**src/rtl/mult_table_pkg.sv**
```systemverilog
// mult_table_pkg
//   Shared definitions for the multiplication-table streamer: FSM state
//   encoding, default widths and the result-width derivation.
package mult_table_pkg;

  localparam int DEF_DATA_W = 8;
  localparam int DEF_IDX_W  = 4;

  typedef enum logic [0:0] {
    IDLE = 1'b0,
    RUN  = 1'b1
  } state_t;

  // A table entry is at most (2^d-1)*(2^i-1), which always fits in d+i bits.
  function automatic int res_w(input int data_w, input int idx_w);
    return data_w + idx_w;
  endfunction

endpackage

```
**src/rtl/mult_table_stream.sv**
```systemverilog
// mult_table_stream
//   On an accepted start, latches a multiplicand and a last index. It then
//   streams (index, multiplicand*index) for index = 0..last_index. The product
//   comes from a repeated-add accumulator, so the datapath has no multiplier.
//
// Ports
//   clk          : rising-edge clock
//   reset_n      : asynchronous active-low reset
//   start        : begin a table (sampled only in IDLE)
//   multiplicand : table multiplier, latched on accepted start
//   last_index   : final index (inclusive), latched on accepted start
//   out_ready    : consumer accepts the current entry
//   out_valid    : current entry valid
//   out_index    : index of current entry
//   out_result   : multiplicand * out_index
//   out_last     : current entry is the final one
//   busy         : high while streaming (RUN)
//   done         : one-cycle pulse after the final entry is consumed
//   dbg_state    : current FSM state
//
// Handshake: an entry transfers on a rising edge where out_valid && out_ready.
// While out_valid is high and out_ready is low, every out_* signal holds
// stable. out_ready has no effect while out_valid is low.
module mult_table_stream
  import mult_table_pkg::*;
#(
  parameter int DATA_W = DEF_DATA_W,
  parameter int IDX_W  = DEF_IDX_W,
  // Derived; overriding it smaller would truncate the largest products.
  parameter int RES_W  = res_w(DATA_W, IDX_W)
) (
  input  logic              clk,
  input  logic              reset_n,
  input  logic              start,
  input  logic [DATA_W-1:0] multiplicand,
  input  logic [IDX_W-1:0]  last_index,
  input  logic              out_ready,
  output logic              out_valid,
  output logic [IDX_W-1:0]  out_index,
  output logic [RES_W-1:0]  out_result,
  output logic              out_last,
  output logic              busy,
  output logic              done,
  output state_t            dbg_state
);

  state_t              r_state;
  logic [DATA_W-1:0]   r_mcand;
  logic [IDX_W-1:0]    r_last;
  logic                r_valid;
  logic [IDX_W-1:0]    r_index;
  logic [RES_W-1:0]    r_result;
  logic                r_last_flag;
  logic                r_done;

  logic                w_hs;
  logic [IDX_W-1:0]    w_next_index;
  logic [RES_W-1:0]    w_mcand_ext;

  assign w_hs         = r_valid && out_ready;
  assign w_next_index = r_index + IDX_W'(1);
  // Zero-extend the latched multiplicand to the accumulator width.
  assign w_mcand_ext  = RES_W'(r_mcand);

  always_ff @(posedge clk or negedge reset_n) begin
    if (!reset_n) begin
      r_state     <= IDLE;
      r_mcand     <= '0;
      r_last      <= '0;
      r_valid     <= 1'b0;
      r_index     <= '0;
      r_result    <= '0;
      r_last_flag <= 1'b0;
      r_done      <= 1'b0;
    end else begin
      r_done <= 1'b0;
      case (r_state)
        IDLE: begin
          if (start) begin
            r_mcand     <= multiplicand;
            r_last      <= last_index;
            r_index     <= '0;
            r_result    <= '0;
            r_last_flag <= (last_index == '0);
            r_valid     <= 1'b1;
            r_state     <= RUN;
          end
        end
        RUN: begin
          // start is deliberately ignored here: there is no queuing and no restart.
          if (w_hs) begin
            if (r_last_flag) begin
              // Index and result keep their final values after the run ends.
              r_state     <= IDLE;
              r_valid     <= 1'b0;
              r_last_flag <= 1'b0;
              r_done      <= 1'b1;
            end else begin
              r_index     <= w_next_index;
              r_result    <= r_result + w_mcand_ext;
              r_last_flag <= (w_next_index == r_last);
            end
          end
        end
        default: r_state <= IDLE;
      endcase
    end
  end

  assign out_valid  = r_valid;
  assign out_index  = r_index;
  assign out_result = r_result;
  assign out_last   = r_last_flag;
  assign busy       = (r_state == RUN);
  assign done       = r_done;
  assign dbg_state  = r_state;

endmodule
```
**config.mk**
```make
export PLATFORM = sky130hd
export DESIGN_NAME = mult_table_stream
export DESIGN_NICKNAME = d
export VERILOG_FILES = /design/src/rtl/mult_table_pkg.sv /design/src/rtl/mult_table_stream.sv
export SDC_FILE = /design/constraint.sdc
export NUM_CORES = 1
export LEC_CHECK = 0
export CELL_PAD_IN_SITES_DETAIL_PLACEMENT = 0
export CELL_PAD_IN_SITES_GLOBAL_PLACEMENT = 1
export CORE_MARGIN = 3
export CORE_UTILIZATION = 30
export DETAILED_ROUTE_END_ITERATION = 10
export GPL_TIMING_DRIVEN = 0
export PLACE_DENSITY = 0.73
export SYNTH_ARGS = -nofsm -noshare
export SYNTH_HDL_FRONTEND = slang
export SYNTH_SLANG_ARGS = --single-unit
```
**constraint.sdc**
```tcl
create_clock -name clk -period 2.65 [get_ports clk]
set_input_delay 0.53 -clock clk [delete_from_list [all_inputs] [get_ports clk]]
set_output_delay 0.53 -clock clk [all_outputs]
set_load 0.01 [all_outputs]
```
Word level (Yosys, flattened, before mapping)
Index checks and enable logic that the tools add are counted.
{"block": "totals", "ff_bits": 32, "input_bits": 16, "output_inout_bits": 21, "word_cells": 45}
{"block": "classes", "addsub": 2, "n_eq_ne": 5, "n_mux": 23, "bitwise_logic": 1, "n_reduce_logical": 6}
{"operator": "12-bit 2-to-1 mux", "n": 3}
{"operator": "12-bit case mux with 2 select lines", "n": 1}
{"operator": "12-bit by 8-bit adder with 12-bit output", "n": 1}
{"operator": "1-bit 2-to-1 mux", "n": 12}
{"operator": "4-bit 2-to-1 mux", "n": 3}
{"operator": "4-bit case mux with 2 select lines", "n": 1}
{"operator": "1-bit case mux with 2 select lines", "n": 3}
{"operator": "3-bit AND reduction", "n": 2}
{"operator": "4-bit by 1-bit adder with 4-bit output (second input constant)", "n": 1}
{"operator": "4-bit equality test", "n": 1}
{"operator": "4-bit zero test", "n": 1}
{"operator": "2-bit by 1-bit != test with 1-bit output (second input constant)", "n": 2}
{"operator": "2-bit != test (second input constant)", "n": 2}
{"operator": "2-bit AND reduction", "n": 2}
{"operator": "1-bit logical AND", "n": 1}
{"operator": "1-bit inverter", "n": 1}

Depth between registers and ports, before layout
Gate-level depths: netlist (run 1).
{"block": "logic_depth", "depth_word": 5, "ltp_mapped": 7, "mapped_depth_nobuf": 7}

Least setup slack after synthesis (run 1)
OpenSTA, ideal clock, no wires.
{"block": "synth_timing", "path_kind": "reg2reg", "start": "register r_result[0] (netlist: out_result[0])", "end": "register r_result[6] (netlist: out_result[6])", "setup_time_ns": 0.135, "arrival_ns": 1.830, "t_required_ns": 2.515, "setup_slack_ns": 0.685, "path_stages_with_launch": 8, "n_path_buf": 0, "synth_period_minus_slack_ns": 1.965, "path_cell_list": "dfrtp_1 ha_1 fa_1 a211oi_1 o21bai_1 a21oi_1 xor2_1 o21ai_0"}
{"block": "synth_via", "elab_chain_len": 4}
{"item": "start: declaration", "line": "mult_table_stream.sv:52", "text": "logic [RES_W-1:0] r_result;"}
{"item": "start signal: assignment", "line": "mult_table_stream.sv:100", "text": "r_result <= r_result + w_mcand_ext;"}
{"item": "12-bit by 8-bit adder with 12-bit output", "line": "mult_table_stream.sv:100"}
{"item": "12-bit 2-to-1 mux", "line": "mult_table_stream.sv:92", "text": "if (r_last_flag) begin"}
{"item": "12-bit 2-to-1 mux", "line": "mult_table_stream.sv:91", "text": "if (w_hs) begin"}
{"item": "12-bit case mux with 2 select lines", "line": "mult_table_stream.sv:77", "text": "case (r_state)"}
Every way passes these cells. The select of a mux whose other input is x is not followed.
A chain may end at the register's enable or synchronous reset.

Worst setup path in the final report (run 1)
Same ends and word-level chain as after synthesis.

==> results of run 1 <==
routing by layer:
metal | track usage | share of wire | up-vias
li1 | - | - | 710
met1 | 0.1870 | 0.50 | 654
met2 | 0.2011 | 0.43 | 32
met3 | 0.04878 | 0.051 | 5
met4 | 0.06081 | 0.019 | 0
met5 | 0 | 0 | -
per-stage QoR:
step,power [W],hold WS (ns),util
2_1_floorplan,0.001746,0.2344,-
3_3_place_gp,0.002204,0.4677,0.4038
3_5_place_dp,0.002222,0.4705,0.4029
4_1_cts,0.002631,0.3121,0.4200
5_1_grt,0.002852,0.3430,0.4200
6_report,0.002591,0.2931,0.4200
cell usage after synthesis (all sizes together):
cell type	instances
nand2	53
dfrtp	32
o21ai	18
nand3	10
ha	9
nor2	8
xnor2	7
xor2	6
clkbuf	4
buf	3
a211oi	2
a21o	2
a21oi	2
and3	2
inv	2
nand2b	2
nor3	2
o2111a	2
o2111ai	2
o21bai	2
a211o	1
a22o	1
a31oi	1
a32oi	1
and2b	1
and4b	1
fa	1
mux2i	1
nand3b	1
nor4	1
nor4b	1
or4	1
kinds of logic after synthesis:
family | count (synthesis)
AND/OR/NAND/NOR | 83
AO/OA/AOI/OAI | 34
flip-flops | 32
XOR/XNOR | 13
adder cells (fa/ha/maj) | 10
buffers and inverters | 9
multiplexers | 1
final cells by class:
class	count	area, um2
multi-input combinational	141	839.6
sequential	32	800.8
fill	572	3057
timing repair buffer	36	355.3
clock buffer	8	90.09
inverter	2	7.507
buffer	7	32.53
tap	70	87.58
power breakdown:
part / switching (W) / internal, W
sequential: 0.000189 / 0.000700
clock: 0.000176 / 0.000212
combinational: 0.000662 / 0.000652
total: 0.00103 / 0.00156
path summary, 6_finish.rpt:
path | from | endpoint | slack, ns | cells past startpoint
max | out_result[0]$_DFFE_PN0P_ | out_result[6]$_DFFE_PN0P_ | 0.47 | 7
min | reset_n | out_result[6]$_DFFE_PN0P_ | 0.29 | 1
max reg2reg | out_result[0]$_DFFE_PN0P_ | out_result[6]$_DFFE_PN0P_ | 0.47 | 7
min reg2reg | r_mcand[4]$_DFFE_PN0P_ | r_mcand[4]$_DFFE_PN0P_ | 0.48 | 2
max in group asynchronous | reset_n | r_mcand[1]$_DFFE_PN0P_ | 1.89 | 1
min in group clk | r_mcand[4]$_DFFE_PN0P_ | r_mcand[4]$_DFFE_PN0P_ | 0.48 | 2
worst max-delay path, delay by kind of cell (launching register included):
kind	cells	cell delay [ns]
AO/OA/AOI/OAI	4	0.82
flip-flops	1	0.39
adder cells (fa/ha/maj)	2	0.68
XOR/XNOR	1	0.15
sequential cells by signal, indices dropped and copies added (netlist names):
| name | count |
|---|---|
| out_last | 1 |
| out_result | 12 |
| out_valid | 1 |
| busy | 1 |
| done | 1 |
| r_mcand | 8 |
| r_last | 4 |
| out_index | 4 |
==> flow_summary.toml, run 1 <==
[outcome]
status = "finished clean"

[drt]
wl_per_cell_um = 13.44
drc = 0
totalWireLength_um = 3978
first_iter_violations = 48
vias = 1401
vias_per_cell = 4.733
dr.pass1.iters = 4
ant_nets = 0

[cells_and_area]
drive_gt1_frac = 0.04867
final_common_cell = "nand2_1"
syn2layout_area_growth_pct = 31.72
final_nets = 251
num_antenna_cells = 0
final_area_um2 = 2213
most-common-layout-cells = "nand2_1, clkdlybuf4s50_1, dfrtp_1, o21ai_0, nand3_1"
instances_no_fill = 296

[floorplanning]
pin_count = 37
die_area_um2 = 6535
die_h_um = 80.84
rows = 26
start_util = 0.3189
fp.dieW_um = 80.84
core_um2 = 5270

[yosys]
synth_xor_xnor_area_share = 0.06776
synthesis.instances = 182
synth_top_area_frac = 0.4765
synth.area.mux_share = 0.005957
yosysTopAreaCell = "dfrtp_1"
synth_area_leaders = "dfrtp_1, nand2_1, ha_1, o21ai_0, xnor2_1"
ys_seq_area_frac = 0.4765
synth-seq-cells = 32
yosysUniqueCellTypes = 33
synth_compound_area_frac = 0.1296
yosysWarnings = 0
netlist_area_um2 = 1680
synth_fa_ha_area_frac = 0.07893
synth-simple-area-share = 0.2174
synth_top_family_by_area = "simple AND/OR/NAND/NOR gates"
syn_area_per_cell_um2 = 9.233
synth_nets = 208

[power_and_ir_drop]
power_density_nw_per_um2 = 1171
vdd_drop_max_uv = 356.7
leakagePower_nw = 1.041

[critical_path]
crit_type = "flip-flop to flip-flop"
max_stage_delay_ns = 0.43
crit_path_cell_trace = "ha_1 -> fa_1 -> a211oi_1 -> o21bai_1 -> a21oi_1 -> xor2_1 -> o21ai_0"
path_max_fanout = 3
cp-end-kind = "flip-flop"
crit_required_ns = 2.80
start_kind = "flip-flop"
timing.critical_path.arrival_ns = 2.33
critPathSlowestCell = "fa_1"

[cts]
cts_resized = 0
tritoncts = "done"
cts_setup_buffers = 0
numCtsBuffers = 5
clockBufferDepth = 2
cts_max_level = 2
cts.sinks = 32
cts_root_buf = "clkbuf_8"
ctsHoldBuffers = 0
clkLatencyLatePin_ns = 0.29
clk_pin_slew_worst_paths_ns = 0.06

[global_route]
grt_max_degree = 33
antenna_found_initial = 0
grt_use_total = 0.1392
grt_pass1_wl_um = 6762
grt-ovfl-total = 0
grt_pass1_vias = 1360

[timing]
maxSlewViolCount = 0
setup_ws_ns = 0.4667
slew_headroom = 0.5189
setup-tns-final_ns = 0
hold_viol = 0
clock_skew_ns = 0.003975
worst_slew_pin_slew_ns = 0.7216
period_share = 0.8239
rsz0062_at_grt = "no"
period_minus_slack_ns = 2.183
fmax_mhz = 458.0
setup_viol = 0

[place]
place_ws_ns = 0.4964
place_inst = 288
dpl.hpwl_um = 2888
post_dp_cell_area_um2 = 2123
portBuffers = 36
gp_routability_congestion = 0.7683

[worst_hold_path]
hp-class = "input port to asynchronous set/reset pin"

[job]
drv_cap = 0
Note: power is estimated with default switching activity, not from simulation.
==> run 2, diff against run 1 <==
Settings changed: PLACE_DENSITY 0.73 to 0.76.
Clock period 2.65 ns to 1.9 ns, I/O delays scaled along.
==> run 2 against run 1 <==
  * Critical path depth is the same
  * Register-to-register slack worse by 0.41 ns
  * Maximum frequency increased by 18%
  * Critical path type unchanged
==> flow_summary.toml, run 2 (synthesis gave the netlist of run 1 again) <==
[critical_path]
r2r_slack_ns = 0.06
critPathSlowestCell = "dfrtp_1"
reg2reg_depth = 7
start_kind = "flip-flop"
crit_type = "flip-flop to flip-flop"
path_max_fanout = 3
crit_path_cell_trace = "ha_4 -> fa_2 -> a211oi_4 -> o21bai_1 -> a21oi_1 -> xor2_1 -> o21ai_1"
cp-end-kind = "flip-flop"
timing.critical_path.arrival_ns = 1.99
critical_path.startpoint = "r_mcand[0]$_DFFE_PN0P_"
crit_required_ns = 2.05
max_stage_delay_ns = 0.41
r2r-start = "r_mcand[0]$_DFFE_PN0P_"
r2r_end = "out_result[6]$_DFFE_PN0P_"

[power_and_ir_drop]
power_density_nw_per_um2 = 1696
leakagePower_nw = 1.074
vdd_drop_max_uv = 569.0
totalPowerFinal_w = 0.003916

[drt]
vias = 1383
dr.pass1.iters = 4
ant_nets = 0
drc = 0
vias_per_cell = 4.610
wl_per_cell_um = 13.55
first_iter_violations = 41
totalWireLength_um = 4065

[worst_hold_path]
hp-class = "input port to asynchronous set/reset pin"

[timing]
fmax_mhz = 542.7
maxSlewViolCount = 0
period_minus_slack_ns = 1.843
setup_viol = 0
worst_slew_pin_slew_ns = 0.7402
slew_headroom = 0.5066
period_share = 0.9698
hold_viol = 0
clock_skew_ns = 0.005064
setup_ws_ns = 0.05735
rsz0062_at_grt = "yes"

[place]
gp_routability_congestion = 0.7899
place_ws_ns = -0.1446
dpl.hpwl_um = 2886
place_inst = 288
post_dp_cell_area_um2 = 2128
portBuffers = 36

[cells_and_area]
final_area_um2 = 2310
drive_gt1_frac = 0.1043
most-common-layout-cells = "nand2_1, clkdlybuf4s50_1, dfrtp_1, o21ai_0"
syn2layout_area_growth_pct = 37.45
final_core_util = 0.4383
largest_reg_flops = 12
final_nets = 255
instances_no_fill = 300
num_antenna_cells = 0
final_common_cell = "nand2_1"

[global_route]
grt_pass1_vias = 1398
grt-ovfl-total = 0
grt_pass1_wl_um = 6810
grt_max_degree = 33
grt_use_total = 0.1360
antenna_found_initial = 0

[outcome]
status = "finished clean"

[job]
drv_cap = 0

[cts]
clk_pin_slew_worst_paths_ns = 0.07
cts_max_level = 2
cts.sinks = 32
ctsHoldBuffers = 0
numCtsBuffers = 5
clkLatencyLatePin_ns = 0.28
cts_root_buf = "clkbuf_8"
clockBufferDepth = 2
tritoncts = "done"

[floorplanning]
rows = 26
die_h_um = 80.84
start_util = 0.3189
pin_count = 37
die_area_um2 = 6535
core_um2 = 5270
fp.dieW_um = 80.84
[run 2: cell types whose count changed in the layout (fill, tap and decap cells not counted), moves of 2 or more]
cell,change
buf_4,+4
nand3_1,-2
nand3_2,+2
o21ai_1,+3
o21ai_0,-4
[run 2: critical path, delay by kind of cell, from the launching register on]
family | cells | cell delay, ns
AO/OA/AOI/OAI | 4 | 0.61
flip-flops | 1 | 0.41
XOR/XNOR | 1 | 0.16
adder cells (fa/ha/maj) | 2 | 0.54
[run 2: stage by stage]
step	TNS [ns]	hold WS [ns]
finish	0	0.1618
global route	-0.1702	0.2213
CTS	0	0.1828
detailed placement	-0.7029	0.4748
global placement	-7.501	0.4672
floorplan	0	0.08441
[run 2: worst max path at each step]
stage,end,slack (ns),cells past startpoint
after floorplan,out_result[6]$_DFFE_PN0P_,0.0004,7
after global placement,r_last[2]$_DFFE_PN0P_,-0.22,1
after detailed placement,out_result[6]$_DFFE_PN0P_,-0.14,7
after CTS,out_result[6]$_DFFE_PN0P_,0.005,7
after global routing,out_result[6]$_DFFE_PN0P_,-0.10,7
final,out_result[6]$_DFFE_PN0P_,0.06,7
[run 2: final cells by class]
type | instances | area (um2)
well taps | 70 | 87.58
clock buffers | 6 | 72.57
repair buffers | 40 | 385.4
fillers | 559 | 2960
plain buffers | 7 | 32.53
clock inverters | 2 | 35.03
multi-input cells | 141 | 887.1
flip-flops and latches | 32 | 802.0
inverters | 2 | 7.507
[run 2: power breakdown]
group	internal, W	switching [W]
registers	0.000977	0.000278
logic	0.00102	0.00101
clock network	0.000389	0.000250
total	0.00238	0.00153
[run 2: repair_timing]
item                                    in CTS  in global routing
gates cloned                                 0                  0
gates resized for setup                      3                 10
endpoints found under the setup margin       3                  4
buffers inserted                             2                  2
pin swaps                                    4                  5
[run 2: per-layer routing]
layer / wire length [um] / share of wire / track usage / vias up
met2: 1718 / 0.42 / 0.1962 / 26
met5: 0 / 0 / 0 / -
met1: 2151 / 0.53 / 0.1987 / 638
li1: - / - / - / 717
met4: 15 / 0.0037 / 0.04054 / 0
met3: 180 / 0.044 / 0.03548 / 2
==> run 3, diff against run 2 <==
==> constraint.sdc (replaced) <==
create_clock -name clk -period 1.9 [get_ports clk]
set_input_delay 0.285 -clock clk [delete_from_list [all_inputs] [get_ports clk]]
set_output_delay 0.285 -clock clk [all_outputs]
set_load 0.01 [all_outputs]
==> run 3 against run 2 <==
  * Combinational power barely moved
  * Sequential power hardly changed
  * First-iteration DRC count stayed put
  * Power about the same
  * Design area is essentially flat
  * Via count is the same
  * Wire length unchanged
  * Final cell count unchanged
  * Sequential cell count unchanged
  * Die area is the same
==> flow_summary.toml, run 3 (synthesis gave the netlist of run 1 again) <==
[power_and_ir_drop]
seq_power_share = 0.320
clockPowerShare = 0.163
internal-power_w = 0.002380
p_comb_frac = 0.517
switching_share = 0.3920
switching_power_w = 0.001535
leakagePower_nw = 1.074
power_density_nw_per_um2 = 1696
vdd_drop_max_uv = 569.0

[cts]
numCtsBuffers = 5
ctsHoldBuffers = 0
clk_pin_slew_worst_paths_ns = 0.07
clkLatencyLatePin_ns = 0.28
cts.sinks = 32
clockBufferDepth = 2
cts_max_level = 2
cts_root_buf = "clkbuf_8"
tritoncts = "done"

[critical_path]
cp-end-kind = "flip-flop"
r2r_end = "out_result[6]$_DFFE_PN0P_"
timing.critical_path.arrival_ns = 1.99
path_max_fanout = 3
critical_path.startpoint = "r_mcand[0]$_DFFE_PN0P_"
crit_required_ns = 2.05
reg2reg_depth = 7
r2r_slack_ns = 0.06
critical_path.endpoint = "out_result[6]$_DFFE_PN0P_"
crit_type = "flip-flop to flip-flop"
r2r-start = "r_mcand[0]$_DFFE_PN0P_"
start_kind = "flip-flop"

[timing]
worst_slew_pin_slew_ns = 0.7403
hold_viol = 0
rsz0062_at_grt = "yes"
period_share = 0.9698
slew_headroom = 0.5065
period_minus_slack_ns = 1.843
fmax_mhz = 542.7
clock_skew_ns = 0.005064
maxSlewViolCount = 0
setup_viol = 0

[drt]
first_iter_violations = 41
totalWireLength_um = 4065
ant_nets = 0
wl_per_cell_um = 13.55
vias_per_cell = 4.610
vias = 1383
dr.pass1.iters = 4
drc = 0

[place]
gp_routability_congestion = 0.7899
portBuffers = 36
dpl.hpwl_um = 2886
place_inst = 288
post_dp_cell_area_um2 = 2128

[cells_and_area]
syn2layout_area_growth_pct = 37.38
final_nets = 255
final_area_um2 = 2308
most-common-layout-cells = "nand2_1, clkdlybuf4s50_1, dfrtp_1, o21ai_0"
instances_no_fill = 300
nFillCells = 559
largest_reg_flops = 12
drive_gt1_frac = 0.1000
final_common_cell = "nand2_1"
num_antenna_cells = 0

[floorplanning]
pin_count = 37
die_area_um2 = 6535
core_um2 = 5270
start_util = 0.3189
die_h_um = 80.84
rows = 26
fp.dieW_um = 80.84

[outcome]
status = "finished clean"

[global_route]
grt_pass1_wl_um = 6810
grt-ovfl-total = 0
antenna_found_initial = 0
grt_use_total = 0.1360
grt_pass1_vias = 1398
grt_max_degree = 33

[job]
drv_cap = 0

[worst_hold_path]
hp-class = "input port to asynchronous set/reset pin"
## run 3: cell counts in the layout (fill, tap and decap cells not counted)
Identical to the previous run, type by type.
## run 3: worst min-delay path by stage
stage               slack, ns  depth (start not counted)                        end              startpoint
CTS                      0.09                          1  out_result[5]$_DFFE_PN0P_                 reset_n
global route             0.13                          1     r_mcand[2]$_DFFE_PN0P_                 reset_n
floorplan               -0.01                          0             busy$_DFF_PN0_                 reset_n
global placement         0.47                          2     r_mcand[4]$_DFFE_PN0P_  r_mcand[4]$_DFFE_PN0P_
finish                   0.07                          1  out_result[5]$_DFFE_PN0P_                 reset_n
detailed placement       0.39                          1     r_mcand[5]$_DFFE_PN0P_                 reset_n
## run 3: area by class of cell
cell class,instances,area (um2),area share
Multi-Input combinational cell,141,887.1,0.3843
Sequential cell,32,800.8,0.3469
Timing Repair Buffer,40,385.4,0.1669
Tap cell,70,87.58,0.03794
Clock buffer,6,72.57,0.03144
Clock inverter,2,35.03,0.01518
Buffer,7,32.53,0.01409
Inverter,2,7.507,0.003252
## run 3: worst max-delay path: stages (launching register included)
cell	delay (ns)
dfrtp_1	0.41
ha_4	0.18
fa_2	0.36
a211oi_4	0.26
o21bai_1	0.10
a21oi_1	0.18
xor2_1	0.16
o21ai_1	0.07
## run 3: layer usage
layer,up-vias,part of all wire,track usage
met4,0,0.0037,0.04054
met5,-,0,0
met3,2,0.044,0.03548
li1,717,-,-
met2,26,0.42,0.1962
met1,638,0.53,0.1987
## run 3: per-stage QoR
| step | utilization | total power, W | setup WS, ns | setup TNS, ns | hold WS (ns) |
|---|---|---|---|---|---|
| global placement | 0.4048 | 0.003078 | -0.1274 | -4.228 | 0.4672 |
| finish | 0.4380 | 0.003915 | 0.05735 | 0 | 0.06686 |
| global route | 0.4380 | 0.004307 | -0.1032 | -0.1702 | 0.1263 |
| CTS | 0.4300 | 0.003842 | 0.005439 | 0 | 0.08782 |
| floorplan | - | 0.002449 | 0.0004236 | 0 | -0.01059 |
| detailed placement | 0.4038 | 0.003125 | -0.1446 | -0.2783 | 0.3906 |
## run 3: repair_timing
item	4_1_cts	5_1_grt
gates resized for setup	3	9
setup endpoints to repair	3	3
pin swaps	4	5
setup buffers	2	2
## run 3: power by group through the flow
stage               Sequential, W  Clock (W)  Combinational (W)
floorplan                 0.00126          0            0.00118
global placement          0.00125          0            0.00182
detailed placement        0.00126          0            0.00187
CTS                       0.00125   0.000664            0.00192
global route              0.00130   0.000694            0.00231
finish                    0.00125   0.000639            0.00202
